[src/rtl/imem_prog.sv]
// imem_prog: run-time loadable instruction memory with a registered valid/ready fetch path.
// Per-word valid bits make unwritten words read as NOOP; out-of-range accesses are flagged.
module imem_prog #(
    parameter int WORD_W = 32,
    parameter int DEPTH = 64,
    parameter int ADDR_W = 32,
    parameter logic [WORD_W-1:0] NOOP_WORD = '0,
    localparam int IDX_W = $clog2(DEPTH)
) (
    input  logic              clk,
    input  logic              reset,
    input  logic              prog_en,
    input  logic              prog_we,
    input  logic [ADDR_W-1:0] prog_addr,
    input  logic [WORD_W-1:0] prog_data,
    output logic              prog_err,
    output logic [IDX_W:0]    loaded_count,
    input  logic              req_valid,
    output logic              req_ready,
    input  logic [ADDR_W-1:0] PC,
    output logic              rsp_valid,
    output logic [WORD_W-1:0] Instruction,
    output logic              rsp_err,
    output logic              rsp_empty
);
    typedef enum logic {RUN, LOAD} state_t;
    localparam logic [IDX_W:0] FULL = (IDX_W + 1)'(DEPTH);
    state_t            state;
    logic [WORD_W-1:0] mem [DEPTH];
    logic [DEPTH-1:0]  wvalid;
    logic [IDX_W-1:0]  widx, ridx;
    logic              wr, wr_ok, pc_ok, acc;
    // Mode follows prog_en directly, so a write and an accepted fetch never share a cycle.
    always_comb begin
        state = prog_en ? LOAD : RUN;
        req_ready = (state == RUN);
        wr = (state == LOAD) & prog_we;
        widx = prog_addr[IDX_W-1:0];
        ridx = PC[IDX_W-1:0];
        wr_ok = (prog_addr >> IDX_W) == '0;
        pc_ok = (PC >> IDX_W) == '0;
        acc = req_valid & req_ready;
    end
    always_ff @(posedge clk)
        if (wr && wr_ok) mem[widx] <= prog_data;
    always_ff @(posedge clk or posedge reset) begin
        if (reset) begin
            wvalid <= '0;
            loaded_count <= '0;
            prog_err <= 1'b0;
        end else begin
            prog_err <= wr & ~wr_ok;
            if (wr && wr_ok) begin
                wvalid[widx] <= 1'b1;
                if (!wvalid[widx] && loaded_count != FULL) loaded_count <= loaded_count + 1'b1;
            end
        end
    end
    always_ff @(posedge clk or posedge reset) begin
        if (reset) begin
            rsp_valid <= 1'b0;
            Instruction <= NOOP_WORD;
            rsp_err <= 1'b0;
            rsp_empty <= 1'b0;
        end else begin
            rsp_valid <= acc;
            if (acc) begin
                Instruction <= (pc_ok && wvalid[ridx]) ? mem[ridx] : NOOP_WORD;
                rsp_err <= ~pc_ok;
                rsp_empty <= pc_ok & ~wvalid[ridx];
            end
        end
    end
endmodule

[config.mk]
export PLATFORM = sky130hd
export DESIGN_NAME = imem_prog
export DESIGN_NICKNAME = d
export VERILOG_FILES = /design/src/rtl/imem_prog.sv
export SDC_FILE = /design/constraint.sdc
export NUM_CORES = 2
export LEC_CHECK = 0
export ABC_AREA = 1
export BUFFER_PORTS_ARGS = -buffer_cell sky130_fd_sc_hd__buf_2
export CORE_ASPECT_RATIO = 0.6
export CORE_UTILIZATION = 50
export CTS_BUF_LIST = sky130_fd_sc_hd__clkbuf_8
export DETAILED_ROUTE_END_ITERATION = 12
export GPL_ROUTABILITY_DRIVEN = 0
export PLACE_DENSITY_LB_ADDON = 0.1
export SYNTH_ARGS = -nofsm -noshare
export SYNTH_HDL_FRONTEND = slang
export SYNTH_SLANG_ARGS = --single-unit
[constraint.sdc]
create_clock -name clk -period 2.95 [get_ports clk]
set_clock_uncertainty 0.05 [all_clocks]
set_input_delay 0 -clock clk [delete_from_list [all_inputs] [get_ports clk]]
set_output_delay 0 -clock clk [all_outputs]
set_load 0.1 [all_outputs]
==> out/metrics.cfg <==
[status]
status=finished clean

[synth]
synth_area_mm2=0.08753
synth_top_family_by_area=simple AND/OR/NAND/NOR gates
seq_area_frac_synth_pct=73.32
synthSimpleGateAreaFrac_pct=23.18
synth-compound-area-share_pct=0.4317
syn-num-nets=7587
synth_top_cells_by_area=edfxtp_1 (70%), nand3_1 (11%), nand2_1 (11%)
ys_ff_latch=2155
synth_xor_area_share_pct=0.05003
synth_mux_area_share_pct=0
postSynthAreaPerCell_um2=11.70
synth_top_area_share_pct=70.26
synth_cells=7484
yosys.area.top_type=edfxtp_1
synth_edf_count=2048
ys_types=31
ys_async_sr_fraction_pct=4.965
yosysWarnings=0
synth_flop_cell=edfxtp_1
synthAdderAreaFrac_pct=0.02859

[global_routing]
grt_max_degree=133
grt_pass1_vias=57365
antenna_found_initial=19
grt_usage_pct=31.49
grt_overflow=0
grt_pass1_wl_mm=403.9

[place]
dpl_cell_area_mm2=0.09357
place_inst=9810
io_buffers=144
place_ws_ns=0.3640
place_hpwl_mm=166.3

[sta]
min_period_over_period_pct=99.46
tightestPinTransition_ns=1.159
report.final.hold_viol_count=0
whs_ns=0.07779
finalWorstSetupSlack_ns=0.01584
slew_headroom_pct=22.71
timing.final.max_slew_violations=0
setup_violations=0
period_minus_slack_ns=2.934
rsz0062_at_grt=true
clock.fmax_mhz=340.8

[cts]
numCtsBuffers=323
cts_tree=built
clk_latency_ns=0.96
clkSinkCount=2155
cts_max_level=5
clockBufferDepth=4
clk_pin_slew_ns=0.06
root_buffer=clkbuf_8

[die]
std_cell_rows=118
die_w_um=542.2
pin_count=145
start_util_pct=50.54
die-area_mm2=0.1768
core-area_mm2=0.1732
fp.dieH_um=326.1

[route]
wire_per_inst_um=26.82
firstDrtPassIters=8
drc=0
vias_per_cell=5.853
wl_mm=281.0
drtIter0Drc=8601
vias=61319
antenna_left=0

[power_and_ir_drop]
p_sw_w=0.01497
p_int_w=0.04560
p_seq_share_pct=55.3
combPwrFrac_pct=7.5
p_leak_nw=37.40
p_per_area_mw_per_mm2=602.7
switching_share_pct=24.72
totalPowerFinal_w=0.06057
peakVddDrop_uv=458.3
clkPwrFrac_pct=37.2

[layout]
num-nets-final=8016
area_growth_pct=14.81
layout-drive-gt1-share_pct=12.24
mostFrequentLayoutCell=nand2_1
final_cells=10477
finish.instance_area_mm2=0.1005
final_cell_mix=nand2_1 (2597), edfxtp_1 (2048), nand3_1 (1953), clkbuf_8 (344), buf_4 (226)

[worst_setup_path]
end_kind=flop
crit_required_ns=3.47
start_kind=input pin
critPathMaxFanout=15
crit_arrival_ns=3.45
criticalPathCategory=input pin to flop

[hold_path]
min_path_type=input pin to flop

[flow_run]
cap_violations=0

-- state kept, by name, summed over array words and instances (netlist names) --
signal        count
Instruction      32
wvalid           64
rsp_empty         1
rsp_valid         1
prog_err          1
rsp_err           1
loaded_count      7
mem            2048
-- cell type report --
class | count | area [um2]
Fill cell | 14201 | 72690
Sequential cell | 2155 | 64180
Multi-Input combinational cell | 4780 | 21220
Timing Repair Buffer | 598 | 6271
Clock buffer | 344 | 4735
Tap cell | 2340 | 2928
Clock inverter | 203 | 920.9
Inverter | 55 | 237.7
Antenna cell | 2 | 5.005
-- power by group through the flow --
stage / logic (W) / clock network, W / registers, W
6_report: 0.00455 / 0.0226 / 0.0335
4_1_cts: 0.00446 / 0.0228 / 0.0335
3_5_place_dp: 0.00437 / 0 / 0.0341
2_1_floorplan: 0.00209 / 0 / 0.0341
5_1_grt: 0.00481 / 0.0240 / 0.0335
3_3_place_gp: 0.00433 / 0 / 0.0341
-- critical path, stage by stage --
cell and delay [ns]:
dlygate4sd3_1 0.53, buf_2 0.12, nor2_1 0.07, dlygate4sd3_1 0.54
nand2_1 0.06, dlygate4sd3_1 0.56, nor2_1 0.15, nand3_2 0.12
nor3_4 0.22, buf_12 0.20, nand2_4 0.24, nor2_4 0.23
buf_4 0.33
-- worst paths after layout --
kind,startpoint,endpoint,slack (ns),depth (start not counted)
hold reg to reg,rsp_empty,rsp_empty,0.43,2
setup / recovery,prog_addr[10],mem[27][14],0.02,13
setup reg to reg,wvalid[43],loaded_count[4],0.27,11
min in group asynchronous,reset,prog_err,0.21,4
hold / removal,prog_data[19],mem[8][19],0.08,2
max in group asynchronous,reset,rsp_err,1.84,5
-- what timing repair did --
action	4_1_cts	5_1_grt
buffers inserted	0	26
hold endpoints to repair	2208	0
hold buffers	87	0
resized for setup	0	13
endpoints found under the setup margin	0	469
-- stage by stage --
stage                     util, %  TNS [ns]
after floorplan                 -         0
after global placement      54.03         0
after detailed placement    54.03         0
after CTS                   57.80         0
after global routing        58.03    -1.302
final                       58.03         0
-- Yosys cell counts (all sizes together) (2+ instances only) --
library cell,count
a21oi,2
buf,406
clkbuf,88
dfrtp,107
edfxtp,2048
ha,2
inv,54
nand2,2601
nand3,1955
nand4,10
nor2,91
nor3,12
nor4,6
o211ai,12
o21ai,54
or2,29
xor2,4
-- metal layers --
metal  global-route usage [%]  wire, um  vias to the layer above
li1                         -         -                    27222
met1                    48.46    120800                    30055
met2                    44.12    117700                     3604
met3                    7.434     33760                      430
met4                    9.466      8371                        8
met5                    1.007       303                        -
-- cells by family after synthesis --
| kind of cell | count (synthesis) |
|---|---|
| flip-flops | 2155 |
| buffers and inverters | 549 |
| AND/OR/NAND/NOR | 4704 |
| XOR/XNOR | 5 |
| adder cells (fa/ha/maj) | 2 |
| AO/OA/AOI/OAI | 69 |
Note: power is estimated with default switching activity, not from simulation.
